### src/rtl/transport_sched_pkg.sv
// Shared types and constants for the transport scheduler slice.
package transport_pkg;

    localparam int DATA_W = 8;
    localparam int LEN_W  = 8;

    typedef enum logic [1:0] {
        IDLE  = 2'd0,
        BURST = 2'd1,
        DONE  = 2'd2
    } state_e;

    typedef logic [LEN_W-1:0]  len_t;
    typedef logic [DATA_W-1:0] data_t;

    // Next requester index after idx, wrapping at n.
    function automatic int wrap_inc(input int idx, input int n);
        if (idx + 32'sd1 >= n) begin
            return 32'sd0;
        end else begin
            return idx + 32'sd1;
        end
    endfunction

endpackage

### src/rtl/transport_sched_if.sv
// Byte stream from the scheduler (master) to the transport sink (slave).
interface transport_sched_if #(
    parameter int ID_W = 2
);
    import transport_pkg::*;

    logic            out_valid;
    logic            out_ready;
    data_t           out_data;
    logic            out_last;
    logic [ID_W-1:0] out_id;

    modport master (
        output out_valid,
        output out_data,
        output out_last,
        output out_id,
        input  out_ready
    );

    modport slave (
        input  out_valid,
        input  out_data,
        input  out_last,
        input  out_id,
        output out_ready
    );

endinterface

### src/rtl/transport_sched_rr_arbiter.sv
// Combinational round-robin pick: first asserted request at or after ptr,
// scanning upward with wrap.
module rr_arbiter
    import transport_pkg::*;
#(
    parameter int NUM_REQ = 4,
    parameter int ID_W    = 2
) (
    input  logic [NUM_REQ-1:0] req,
    input  logic [ID_W-1:0]    ptr,
    output logic [NUM_REQ-1:0] gnt_onehot,
    output logic [ID_W-1:0]    gnt_idx,
    output logic               gnt_any
);

    int scan_idx_s;

    // Walk NUM_REQ candidates starting at ptr; the first hit wins.
    always_comb begin
        gnt_onehot = '0;
        gnt_idx    = '0;
        gnt_any    = 1'b0;
        scan_idx_s = int'(ptr);
        for (int k = 0; k < NUM_REQ; k++) begin
            if (!gnt_any && req[scan_idx_s]) begin
                gnt_any                = 1'b1;
                gnt_onehot[scan_idx_s] = 1'b1;
                gnt_idx                = ID_W'(scan_idx_s);
            end else begin
                gnt_any = gnt_any;
            end
            scan_idx_s = wrap_inc(scan_idx_s, NUM_REQ);
        end
    end

endmodule

### src/rtl/transport_sched.sv
// Round-robin transport scheduler: one burst of req_len incrementing bytes
// per grant on a valid/ready stream.
// Optional stall timeout: define TRANSPORT_SCHED_TIMEOUT_EN.
module transport_sched
    import transport_pkg::*;
#(
    parameter int NUM_REQ     = 4,
    parameter int ID_W        = 2,
    parameter int TIMEOUT_CYC = 16
) (
    input  logic                      clk,
    input  logic                      rst,
    input  logic [NUM_REQ-1:0]        req,
    input  logic [NUM_REQ*LEN_W-1:0]  req_len,
    input  logic [NUM_REQ*DATA_W-1:0] req_seed,
    output logic [NUM_REQ-1:0]        grant,
    output logic [NUM_REQ-1:0]        done,
    output logic                      busy,
    transport_sched_if.master         strm,
    output logic                      abort
);

    if (NUM_REQ < 2 || NUM_REQ > 8) begin : g_bad_num_req
        $error("transport_sched: NUM_REQ must be 2..8");
    end
    if ((2 ** ID_W) < NUM_REQ) begin : g_bad_id_w
        $error("transport_sched: ID_W too narrow for NUM_REQ");
    end
    if (TIMEOUT_CYC < 1) begin : g_bad_timeout
        $error("transport_sched: TIMEOUT_CYC must be at least 1");
    end

    state_e              state_q,  state_d;
    logic [ID_W-1:0]     rr_ptr_q, rr_ptr_d;
    logic [ID_W-1:0]     id_q,     id_d;
    logic [NUM_REQ-1:0]  grant_q,  grant_d;
    logic [NUM_REQ-1:0]  done_q,   done_d;
    len_t                rem_q,    rem_d;
    data_t               data_q,   data_d;
    logic                valid_q,  valid_d;
    logic                last_q,   last_d;
    logic                busy_q,   busy_d;

    logic [NUM_REQ-1:0]  arb_onehot_s;
    logic [ID_W-1:0]     arb_idx_s;
    logic                arb_any_s;
    len_t                win_len_s;
    data_t               win_seed_s;

`ifdef TRANSPORT_SCHED_TIMEOUT_EN
    localparam int STALL_W = $clog2(TIMEOUT_CYC + 1);
    logic [STALL_W-1:0]  stall_q, stall_d;
    logic                abort_q, abort_d;
`endif

    rr_arbiter #(
        .NUM_REQ (NUM_REQ),
        .ID_W    (ID_W)
    ) u_arb (
        .req        (req),
        .ptr        (rr_ptr_q),
        .gnt_onehot (arb_onehot_s),
        .gnt_idx    (arb_idx_s),
        .gnt_any    (arb_any_s)
    );

    assign win_len_s  = req_len[int'(arb_idx_s)*LEN_W +: LEN_W];
    assign win_seed_s = req_seed[int'(arb_idx_s)*DATA_W +: DATA_W];

    // Next-state, datapath and registered-output computation.
    always_comb begin
        state_d  = state_q;
        rr_ptr_d = rr_ptr_q;
        id_d     = id_q;
        grant_d  = grant_q;
        done_d   = '0;
        rem_d    = rem_q;
        data_d   = data_q;
        valid_d  = valid_q;
        last_d   = last_q;
        busy_d   = busy_q;
`ifdef TRANSPORT_SCHED_TIMEOUT_EN
        stall_d  = stall_q;
        abort_d  = 1'b0;
`endif
        case (state_q)
            IDLE: begin
                grant_d = '0;
                valid_d = 1'b0;
                last_d  = 1'b0;
                busy_d  = 1'b0;
`ifdef TRANSPORT_SCHED_TIMEOUT_EN
                stall_d = '0;
`endif
                if (arb_any_s) begin
                    rr_ptr_d = ID_W'(wrap_inc(int'(arb_idx_s), NUM_REQ));
                    id_d     = arb_idx_s;
                    busy_d   = 1'b1;
                    if (win_len_s != 8'd0) begin
                        state_d = BURST;
                        grant_d = arb_onehot_s;
                        valid_d = 1'b1;
                        data_d  = win_seed_s;
                        rem_d   = win_len_s;
                        last_d  = (win_len_s == 8'd1);
                    end else begin
                        // Zero-length request completes without any bytes.
                        state_d = DONE;
                        done_d  = arb_onehot_s;
                    end
                end else begin
                    state_d = IDLE;
                end
            end
            BURST: begin
                if (valid_q && strm.out_ready) begin
`ifdef TRANSPORT_SCHED_TIMEOUT_EN
                    stall_d = '0;
`endif
                    if (rem_q > 8'd1) begin
                        data_d = data_q + 8'd1;
                        rem_d  = rem_q - 8'd1;
                        last_d = (rem_q == 8'd2);
                    end else begin
                        state_d = DONE;
                        valid_d = 1'b0;
                        last_d  = 1'b0;
                        grant_d = '0;
                        done_d  = grant_q;
                        rem_d   = 8'd0;
                    end
                end else begin
`ifdef TRANSPORT_SCHED_TIMEOUT_EN
                    // The edge closing the TIMEOUT_CYC-th stalled cycle aborts.
                    if (stall_q == STALL_W'(TIMEOUT_CYC - 1)) begin
                        state_d = DONE;
                        abort_d = 1'b1;
                        valid_d = 1'b0;
                        last_d  = 1'b0;
                        grant_d = '0;
                        done_d  = grant_q;
                        stall_d = '0;
                    end else begin
                        stall_d = stall_q + STALL_W'(1);
                    end
`else
                    state_d = BURST;
`endif
                end
            end
            DONE: begin
                state_d = IDLE;
                grant_d = '0;
                valid_d = 1'b0;
                last_d  = 1'b0;
                busy_d  = 1'b0;
            end
            default: begin
                state_d = IDLE;
                grant_d = '0;
                valid_d = 1'b0;
                last_d  = 1'b0;
                busy_d  = 1'b0;
            end
        endcase
    end

    // State and output registers; reset truncates any burst in flight.
    always_ff @(posedge clk or negedge rst) begin
        if (!rst) begin
            state_q  <= IDLE;
            rr_ptr_q <= '0;
            id_q     <= '0;
            grant_q  <= '0;
            done_q   <= '0;
            rem_q    <= 8'd0;
            data_q   <= 8'h00;
            valid_q  <= 1'b0;
            last_q   <= 1'b0;
            busy_q   <= 1'b0;
        end else begin
            state_q  <= state_d;
            rr_ptr_q <= rr_ptr_d;
            id_q     <= id_d;
            grant_q  <= grant_d;
            done_q   <= done_d;
            rem_q    <= rem_d;
            data_q   <= data_d;
            valid_q  <= valid_d;
            last_q   <= last_d;
            busy_q   <= busy_d;
        end
    end

`ifdef TRANSPORT_SCHED_TIMEOUT_EN
    // Stall counter and abort pulse registers.
    always_ff @(posedge clk or negedge rst) begin
        if (!rst) begin
            stall_q <= '0;
            abort_q <= 1'b0;
        end else begin
            stall_q <= stall_d;
            abort_q <= abort_d;
        end
    end

    assign abort = abort_q;
`else
    assign abort = 1'b0;
`endif

    assign grant          = grant_q;
    assign done           = done_q;
    assign busy           = busy_q;
    assign strm.out_valid = valid_q;
    assign strm.out_data  = data_q;
    assign strm.out_last  = last_q;
    assign strm.out_id    = id_q;

endmodule
### src/flat_wrapper.sv
// flat-port wrapper written by rule: the top's interface ports become plain ports
module transport_sched_flat import transport_pkg::*;
#(
    parameter int NUM_REQ     = 4,
    parameter int ID_W        = 2,
    parameter int TIMEOUT_CYC = 16
)
  (clk, rst, req, req_len, req_seed, grant, done, busy, abort, strm_out_valid, strm_out_data, strm_out_last, strm_out_id, strm_out_ready);
  transport_sched_if #(.ID_W(ID_W)) strm_i ();
  input  logic clk;
  input  logic rst;
  input  logic [NUM_REQ-1:0] req;
  input  logic [NUM_REQ*LEN_W-1:0] req_len;
  input  logic [NUM_REQ*DATA_W-1:0] req_seed;
  output logic [NUM_REQ-1:0] grant;
  output logic [NUM_REQ-1:0] done;
  output logic busy;
  output logic abort;
  output wire logic [$bits(strm_i.out_valid)-1:0] strm_out_valid;
  output wire logic [$bits(strm_i.out_data)-1:0] strm_out_data;
  output wire logic [$bits(strm_i.out_last)-1:0] strm_out_last;
  output wire logic [$bits(strm_i.out_id)-1:0] strm_out_id;
  input wire logic [$bits(strm_i.out_ready)-1:0] strm_out_ready;
  assign strm_out_valid = strm_i.out_valid;
  assign strm_out_data = strm_i.out_data;
  assign strm_out_last = strm_i.out_last;
  assign strm_out_id = strm_i.out_id;
  assign strm_i.out_ready = strm_out_ready;
  transport_sched #(.NUM_REQ(NUM_REQ), .ID_W(ID_W), .TIMEOUT_CYC(TIMEOUT_CYC)) u_core (.clk(clk), .rst(rst), .req(req), .req_len(req_len), .req_seed(req_seed), .grant(grant), .done(done), .busy(busy), .strm(strm_i), .abort(abort));
endmodule
### config.mk
export PLATFORM = sky130hd
export DESIGN_NAME = transport_sched_flat
export DESIGN_NICKNAME = d
export VERILOG_FILES = /design/src/rtl/transport_sched_pkg.sv /design/src/rtl/transport_sched_if.sv /design/src/rtl/transport_sched_rr_arbiter.sv /design/src/rtl/transport_sched.sv /design/src/flat_wrapper.sv
export SDC_FILE = /design/constraint.sdc
export NUM_CORES = 1
export LEC_CHECK = 0
export CAP_MARGIN = 30
export CORE_AREA = 2 2 97 71
export DETAILED_ROUTE_END_ITERATION = 8
export DIE_AREA = 0 0 99 73
export PLACE_DENSITY_LB_ADDON = 0.15
export SLEW_MARGIN = 20
export SYNTH_ARGS = -nofsm -noshare
export SYNTH_HDL_FRONTEND = slang
export SYNTH_SLANG_ARGS = --single-unit
### constraint.sdc
create_clock -name clk -period 5.1 [get_ports clk]
set_input_delay 0.51 -clock clk [delete_from_list [all_inputs] [get_ports clk]]
set_output_delay 0.51 -clock clk [all_outputs]
set_load 0.05 [all_outputs]
==> results of run 1 <==
-- flip-flops by register name, summed over array words and instances, names as in the netlist --
name and count:
u_core.strm.out_data 8, u_core.strm.out_id 2, u_core.state_q 2, u_core.rr_ptr_q 2, u_core.strm.out_last 1, u_core.strm.out_valid 1, u_core.done 4, u_core.rem_q 8
u_core.grant 4, u_core.busy 1
-- worst paths after layout --
kind | endpoint | slack [ps] | depth (start not counted) | from
worst max-delay path | u_core.strm.out_data[3] | 570 | 13 | u_core.rr_ptr_q[0]
worst min-delay path | u_core.busy | 490 | 2 | u_core.busy
worst max register to register | u_core.strm.out_data[3] | 570 | 13 | u_core.rr_ptr_q[0]
worst min register to register | u_core.busy | 490 | 2 | u_core.busy
max in group asynchronous | u_core.done[0] | 4140 | 2 | rst
min in group asynchronous | u_core.strm.out_data[1] | 630 | 2 | rst
-- cell type report --
| type | instances | share of cell area [%] |
|---|---|---|
| Multi-Input combinational cell | 260 | 48.0 |
| Timing Repair Buffer | 97 | 24.3 |
| Sequential cell | 33 | 21.0 |
| Tap cell | 81 | 2.58 |
| Clock buffer | 7 | 2.19 |
| Inverter | 12 | 1.15 |
| Clock inverter | 1 | 0.763 |
-- cells in the mapped netlist, drive strengths merged, types with 2 or more instances --
master	number
or3	3
buf	13
o211ai	6
nor4	2
a211oi	2
a21oi	14
o221ai	3
nor2b	4
nand2	31
o32ai	4
mux2i	41
nand4	4
o32a	4
clkbuf	4
ha	8
a22o	2
a31oi	5
dfrtp	33
nor2	28
nor3	8
mux2	13
xnor2	2
inv	12
o21ai	19
o22ai	4
a311oi	3
nand2b	5
a221oi	6
o21a	4
nand3	18
a22oi	4
and2	2
-- power by group through the flow --
stage                     clock, W  sequential [W]  combinational, W
after floorplan                  0        0.000528          0.000898
after global placement           0        0.000422           0.00124
after detailed placement         0        0.000425           0.00128
after CTS                 0.000261        0.000420           0.00128
after global routing      0.000274        0.000437           0.00138
final                     0.000258        0.000423           0.00129
-- worst register-to-register path, stage by stage (launching register included) --
cell and delay [ps]:
dfrtp_1 670, inv_1 160, ha_1 560, mux2i_1 320, mux2_2 280, and2b_2 210, a21oi_2 70, a21oi_4 540
mux2i_1 280, mux2_2 200, nand4_2 150, o21a_4 300, nor2_2 450, mux2i_1 260
-- cell families after synthesis --
kind of cell / after synthesis
AOI/OAI and AO/OA: 87
xor gates and xnor gates: 3
adders and majority gates: 8
buffers and inverters: 29
DFF: 33
muxes: 54
other: 1
and+or+nand+nor: 107
-- per-stage QoR --
step / instance area [sq um] / utilization, %
3_5_place_dp: 3820 / 59.5
3_3_place_gp: 3820 / 59.5
4_1_cts: 3930 / 61.3
6_report: 3930 / 61.3
5_1_grt: 3930 / 61.3
2_1_floorplan: 2890 / -
-- routing by layer --
metal	global-route usage [%]	wire, um	up-vias
li1	-	-	1375
met1	38.4	4460	1345
met2	33.6	3510	140
met3	7.09	770	10
met4	5.94	97	0
met5	0	0	-
==> flow_summary.json, run 1 <==
{
  "globalplace.congestion": 0.924,
  "via_per_inst": 5.85,
  "ff_latch_area_sq_um": 826,
  "worstSetupStartpointType": "flop",
  "synth_mux_area_share_pct": 19.8,
  "crit_type": "flop to flop",
  "maxCapViolations": 0,
  "outcome": "finished clean",
  "synth_area_sq_um": 2890,
  "drcViolationCount": 0,
  "die_area_sq_um": 7230,
  "drive_gt1_share_pct": 9.76,
  "fp.dieH_um": 73,
  "num_vias": 2870,
  "dp_slack_ps": 575,
  "cts_hold_buf": 0,
  "cts.repair.resized": 0,
  "seq_area_frac_synth_pct": 28.6,
  "clk_pin_slew_ps": 70,
  "synthSimpleGateAreaFrac_pct": 18.2,
  "power.density_nw_per_um2": 500,
  "cts-root-buf": "clkbuf_8",
  "dp_hpwl_mm": 6.72,
  "end_kind": "flop",
  "antenna_found_initial": 0,
  "peakVddDrop_mv": 0.200,
  "rows": 25,
  "syn_nets": 401,
  "clk_latency_ps": 290,
  "path_delay_family": "multiplexers",
  "p_sw_w": 0.000925,
  "cp.required_ps": 5310,
  "clock_tree.buffer_depth": 2,
  "dpl.cell_count": 483,
  "postRouteAntennaNets": 0,
  "tritoncts": "done",
  "synthDistinctLibCells": 58,
  "switching_share_pct": 47.0,
  "wl_per_cell_um": 18.0,
  "num_io_pins": 93,
  "whs_ps": 486,
  "n_antenna_cell": 0,
  "synthAdderAreaFrac_pct": 3.47,
  "yosys.area_share.xor_xnor_pct": 0.910,
  "arrival_ps": 4740,
  "avgSynthCellArea_sq_um": 8.97,
  "finalSetupViolCount": 0,
  "skew_ps": 5.90,
  "hold_path_class": "flop to flop",
  "p_total_w": 0.00197,
  "grtUsageTotal_pct": 24.8,
  "yosys_most_used_dff": "dfrtp_1",
  "mostFrequentLayoutCells": "91 x clkdlybuf4s50_1, 39 x mux2i_1, 33 x dfrtp_1",
  "synth.ff_latch_count": 33,
  "synth-compound-area-share_pct": 22.9,
  "crit_path_frequent_cell": "mux2i_1",
  "worst_path_largest_cell_delay_ps": 670,
  "finalWorstSetupSlack_ps": 571,
  "synth.top_cells.by_area": "dfrtp_1 29%, mux2i_1 14%, mux2_2 5.1%",
  "post-route-period-util_pct": 88.8,
  "postCtsSetupRepairBufs": 0,
  "path_max_fanout": 17,
  "layout.nets": 488,
  "first_pass_iters": 5,
  "syn_inst": 322,
  "cts.sinks": 33,
  "cts_buffers": 5,
  "synth_warnings": 0,
  "cts-htree-levels": 2,
  "crit_buf_inv": 1,
  "rsz0062_at_grt": "no",
  "synth_largest_area_cell": "dfrtp_1",
  "fin_setup_tns_ps": 0,
  "cp_slowest_cell": "dfrtp_1",
  "crit_chain": "inv_1 > ha_1 > mux2i_1 > mux2_2 > and2b_2 > a21oi_2 > a21oi_4 > mux2i_1 > mux2_2 > nand4_2 > o21a_4 > nor2_2 > mux2i_1",
  "synth_edf_count": 0,
  "p_int_w": 0.00104,
  "fillCellCount": 568,
  "p_seq_share_pct": 21.5,
  "initial_core_util_pct": 45.0,
  "multi_input_area_sq_um": 1890,
  "first_iter_violations": 250,
  "synth_top_area_share_pct": 28.6,
  "finalMaxSlewViolations": 0,
  "fmax_mhz": 221,
  "worst_pin_slew_ps": 675,
  "layout_commonest_cell": "clkdlybuf4s50_1",
  "ys_async_sr_fraction_pct": 100,
  "synth_top_family_by_area": "compound AO/OA/AOI/OAI gates",
  "layout-area-overhead-vs-synth_pct": 36.2,
  "p_leak_nw": 1.56,
  "fin_cells": 491,
  "core_region_area_sq_um": 6410,
  "die_w_um": 99,
  "grt_max_degree": 34,
  "grt_overflow": 0,
  "grt_pass1_wl_mm": 14.3,
  "grt_pass1_vias": 2769,
  "wl_mm": 8.83,
  "io_buffers": 91,
  "slew_headroom_pct": 54.9,
  "hold_viol": 0,
  "pwr-share-clk_pct": 13.1,
  "fin_crit_ps": 4530,
  "combPwrFrac_pct": 65.4
}
(Power assumes the default switching activity.)
==> run 2, diff against run 1 <==
GPL_ROUTABILITY_DRIVEN = 1   (was not set)
==> results of run 2 <==
The final DEF is identical to that of run 1; final timing and power are the same.
